[config.mk]
export PLATFORM = sky130hd
export DESIGN_NAME = btn_debounce
export DESIGN_NICKNAME = d
export VERILOG_FILES = /design/src/rtl/btn_debounce.sv
export SDC_FILE = /design/constraint.sdc
export NUM_CORES = 1
export LEC_CHECK = 0
export ABC_AREA = 1
export CAP_MARGIN = 20
export CORE_UTILIZATION = 60
export CTS_BUF_LIST = sky130_fd_sc_hd__clkbuf_8
export CTS_CLUSTER_SIZE = 24
export DETAILED_ROUTE_END_ITERATION = 8
export PLACE_DENSITY = 0.78
export SLEW_MARGIN = 30
export SYNTH_ARGS = -nofsm -noshare
export SYNTH_HDL_FRONTEND = slang
export SYNTH_SLANG_ARGS = --single-unit
[constraint.sdc]
create_clock -name s_clk -period 3.15 [get_ports s_clk]
set_clock_uncertainty 0.05 [all_clocks]
set_input_delay 0.4725 -clock s_clk [delete_from_list [all_inputs] [get_ports s_clk]]
set_output_delay 0.4725 -clock s_clk [all_outputs]
set_load 0.005 [all_outputs]
[src/rtl/btn_debounce.sv]
// -----------------------------------------------------------------------------
// btn_debounce
//
// Multi-channel push-button debouncer for the stopwatch front panel. Each
// channel takes an already-synchronised button level. It accepts a change only
// after STABLE_CNT consecutive identical samples. It then produces a clean
// level and one-cycle press/release strobes.
//
// Parameters
//   N_BTN       number of independent button channels
//   CNT_W       width of each per-channel stability counter
//   STABLE_CNT  consecutive identical samples needed to accept a change
//               (legal range 2 .. 2**CNT_W-1)
//
// Ports
//   s_clk        in   system clock, all logic on the rising edge
//   s_rst        in   asynchronous active-low reset
//   btn_sync     in   [N_BTN] synchronised raw levels, 1 = pressed
//   btn_level    out  [N_BTN] debounced level, registered
//   btn_press    out  [N_BTN] one-cycle strobe on accepted 0->1, registered
//   btn_release  out  [N_BTN] one-cycle strobe on accepted 1->0, registered
// -----------------------------------------------------------------------------
module btn_debounce #(
  parameter int N_BTN      = 4,
  parameter int CNT_W      = 20,
  parameter int STABLE_CNT = 1000000
) (
  input  logic             s_clk,
  input  logic             s_rst,
  input  logic [N_BTN-1:0] btn_sync,
  output logic [N_BTN-1:0] btn_level,
  output logic [N_BTN-1:0] btn_press,
  output logic [N_BTN-1:0] btn_release
);

  typedef enum logic [1:0] {
    LO      = 2'd0,  // stable released
    WAIT_HI = 2'd1,  // candidate press, counting high samples
    HI      = 2'd2,  // stable pressed
    WAIT_LO = 2'd3   // candidate release, counting low samples
  } state_t;

  // The first sample of a new value is taken on the LO->WAIT_HI
  // (or HI->WAIT_LO) transition and loads the counter with 1. The counter
  // therefore holds "samples seen so far". The sample that finds
  // cnt == STABLE_CNT-1 is the STABLE_CNT-th one.
  localparam logic [CNT_W-1:0] CNT_LAST = CNT_W'(STABLE_CNT - 1);
  localparam logic [CNT_W-1:0] CNT_ONE  = CNT_W'(1);
  localparam logic [CNT_W-1:0] CNT_ZERO = '0;

  for (genvar gi = 0; gi < N_BTN; gi++) begin : g_ch
    state_t           state_q;
    logic [CNT_W-1:0] cnt_q;
    logic             level_q;
    logic             press_q;
    logic             release_q;

    always_ff @(posedge s_clk or negedge s_rst) begin
      if (!s_rst) begin
        state_q   <= LO;
        cnt_q     <= CNT_ZERO;
        level_q   <= 1'b0;
        press_q   <= 1'b0;
        release_q <= 1'b0;
      end else begin
        // Strobes are single-cycle. They are only raised on the accepting edge.
        press_q   <= 1'b0;
        release_q <= 1'b0;

        case (state_q)
          LO: begin
            if (btn_sync[gi]) begin
              state_q <= WAIT_HI;
              cnt_q   <= CNT_ONE;
            end else begin
              cnt_q   <= CNT_ZERO;
            end
          end

          WAIT_HI: begin
            if (!btn_sync[gi]) begin
              // Bounce: drop the candidate silently.
              state_q <= LO;
              cnt_q   <= CNT_ZERO;
            end else if (cnt_q == CNT_LAST) begin
              state_q <= HI;
              cnt_q   <= CNT_ZERO;
              level_q <= 1'b1;
              press_q <= 1'b1;
            end else begin
              // Compare precedes increment, so the counter never wraps.
              cnt_q   <= cnt_q + CNT_ONE;
            end
          end

          HI: begin
            if (!btn_sync[gi]) begin
              state_q <= WAIT_LO;
              cnt_q   <= CNT_ONE;
            end else begin
              cnt_q   <= CNT_ZERO;
            end
          end

          WAIT_LO: begin
            if (btn_sync[gi]) begin
              state_q <= HI;
              cnt_q   <= CNT_ZERO;
            end else if (cnt_q == CNT_LAST) begin
              state_q   <= LO;
              cnt_q     <= CNT_ZERO;
              level_q   <= 1'b0;
              release_q <= 1'b1;
            end else begin
              cnt_q     <= cnt_q + CNT_ONE;
            end
          end

          default: begin
            state_q <= LO;
            cnt_q   <= CNT_ZERO;
            level_q <= 1'b0;
          end
        endcase
      end
    end

    assign btn_level[gi]   = level_q;
    assign btn_press[gi]   = press_q;
    assign btn_release[gi] = release_q;
  end

endmodule

==> impl_metrics.ini <==
[run_status]
outcome = completed

[yosys]
synth_area_leader_cell = dfrtp_1
synth-seq-area-share = 0.461
ys_async_sr_fraction = 1.00
synth_cell_types = 33
synth_seq_cells = 100
synth.net_count = 712
synth_top_area_share = 0.461
yosysWarnings = 0
synth.cell_area_um2 = 5430
netlist_instances = 702
synth_area_leaders = dfrtp_1 46%, nor2_1 11%, nand2_1 8.9%
synth-edff-count = 0
synth.avg_cell_area_um2 = 7.74
yosysMostFrequentCell = nor2_1
synth_common_cells = 153 x nor2_1, 129 x nand2_1, 100 x dfrtp_1
synth_ff_type = dfrtp_1

[drt]
wl_per_cell_um = 12.8
via_per_inst = 5.37
vias = 4421
drtAntennaViolNets = 0
wirelength_um = 10500
drt_iter0_markers = 139
drc_errors = 0
firstDrtPassIters = 5

[floorplanning]
core_um2 = 8720
rows = 34
die_y_um = 97.1
die_area_um2 = 9440
start_util = 0.623
ios = 18
die_w_um = 97.1

[setup_path]
path_class = reg2reg
cp_max_fo = 20
critPathBufInv = 1
worst_setup_path_start_kind = flop
reg2reg_to = g_ch[2].cnt_q[18]
crit_family = simple AND/OR/NAND/NOR gates
worstSetupEndpoint = g_ch[2].cnt_q[18]
critical-path-max-stage-delay_ps = 540
cp.required_ps = 3360
reg2reg_depth = 8
crit_path_start = g_ch[2].cnt_q[0]
regToRegStartpoint = g_ch[2].cnt_q[0]
arrival_ps = 2350
cp_num_cells = 8
regToRegSetupSlack_ps = 1010
crit_chain = ha_1, nand3_2, nor2_1, nand3b_1, nand2_1, inv_1, nand2_1, nor2_1
crit_path_end_kind = flop
cp_slowest_cell = nand2_1

[clock_tree]
cts_sinks = 100
ctsHoldBuffers = 0
postCtsSetupRepairBufs = 0
insertion_delay_ps = 370
cts_buffer_depth = 2
cts_tree = built
cts_root_buf = clkbuf_8
clkTransAtPathRegs_ps = 90
cts_buffers = 9
htreeDepth = 3
cts_resized = 0

[power]
cellPowerDensity_nw_per_um2 = 483
switching_share = 0.300
finalPower_mw = 2.81
p_leak_nw = 2.49
comb_power_share = 0.158
seq_power_share = 0.518
switching_power_mw = 0.841
p_int_mw = 1.97
ir_drop_mv = 0.340
p_clk_frac = 0.324

[placed_design]
portBuffers = 17
gp_congestion = 0.889
placed_cell_area_um2 = 5590
dp_cells = 809
pre_cts_slack_ps = 809
hpwlAfterDp_um = 7820

[timing]
grt_setup_unrepaired = no
min_period_over_period = 0.679
setup_slack_ps = 1010
setup-violations-final = 0
tightest_slew_ps = 665
timing.final.hold_violations = 0
timing.hold.ws_ps = 39.5
fin_setup_tns_ps = 0
slew_headroom = 0.556
fmax_mhz = 468
period_minus_slack_ps = 2140
report.final.slew_viol_count = 0

[layout]
nets = 722
fin_util = 0.667
area_growth_pct = 7.07
final_cells = 824
drive_gt1_frac = 0.0615
final_area_um2 = 5810
n_fill_cell = 738
num_antenna_cells = 0

[grt]
grtUsageMet3 = 0.0475
grt_pass1_wl_um = 18300
grt.total_usage = 0.236
grt_remaining_overflow = 0
met2_usage = 0.392
grt_pass1_vias = 4229
antenna_found_initial = 0
grt_max_degree = 72
met1_usage = 0.313
grt.busiest_layer = met2

[worst_hold_path]
hp-class = in2async

[run]
cap_violations = 0
==> final cells by class <==
type	instances	area [µm²]	area share
sequential	100	2500	0.430
multi-input combinational	500	2460	0.423
inverter	82	308	0.0529
timing repair buffer	19	186	0.0321
clock buffer	10	138	0.0237
tap	108	135	0.0232
clock inverter	5	85.1	0.0146
==> kinds of logic (layout without fill, tap and decap cells) <==
group	after synthesis	in the layout	synth area share
compound gates	42	42	0.0415
buf+inv	102	116	0.0862
flops	100	100	0.461
fa+ha+maj	4	4	0.00922
simple gates	421	421	0.349
xor+xnor	33	33	0.0532
==> per-layer routing <==
layer	vias up	wire, µm	share of wire
li1	2256	-	-
met1	2068	4940	0.47
met2	90	5120	0.49
met3	7	408	0.039
met4	0	69	0.0066
met5	-	0	0
==> flip-flops by register name (all words and copies together) (netlist names), named ones only <==
register and flops:
g_ch.press_q 4, g_ch.level_q 4, g_ch.release_q 4, g_ch.cnt_q 80, g_ch.state_q 4
==> cells in the final DEF, fill, tap and decap left out, types with 10 or more instances in the layout <==
cell / Yosys / routed
a21oi_1: 16 / 16
clkbuf_8: 0 / 10
clkdlybuf4s50_1: 0 / 16
dfrtp_1: 100 / 100
inv_1: 81 / 81
nand2_1: 129 / 129
nand3_1: 52 / 52
nand4_1: 23 / 23
nor2_1: 153 / 153
nor3_1: 29 / 29
o21ai_0: 16 / 16
xor2_1: 26 / 26
==> worst min-delay path by stage <==
| stage | depth (start not counted) | start | to |
|---|---|---|---|
| final | 1 | s_rst | g_ch[0].press_q |
| after global routing | 1 | s_rst | g_ch[0].cnt_q[19] |
| after CTS | 1 | s_rst | g_ch[1].level_q |
| after detailed placement | 2 | g_ch[1].cnt_q[17] | g_ch[1].cnt_q[17] |
| after global placement | 2 | g_ch[1].cnt_q[17] | g_ch[1].cnt_q[17] |
| after floorplan | 0 | s_rst | async pin |
==> power by group through the flow <==
stage / sequential (mW) / clock, mW / combinational [mW]
6_report: 1.45 / 0.911 / 0.443
2_1_floorplan: 1.46 / 0 / 0.395
3_3_place_gp: 1.47 / 0 / 0.423
4_1_cts: 1.45 / 0.936 / 0.449
5_1_grt: 1.47 / 0.982 / 0.521
3_5_place_dp: 1.48 / 0 / 0.449
Note: power is estimated with default switching activity, not from simulation.
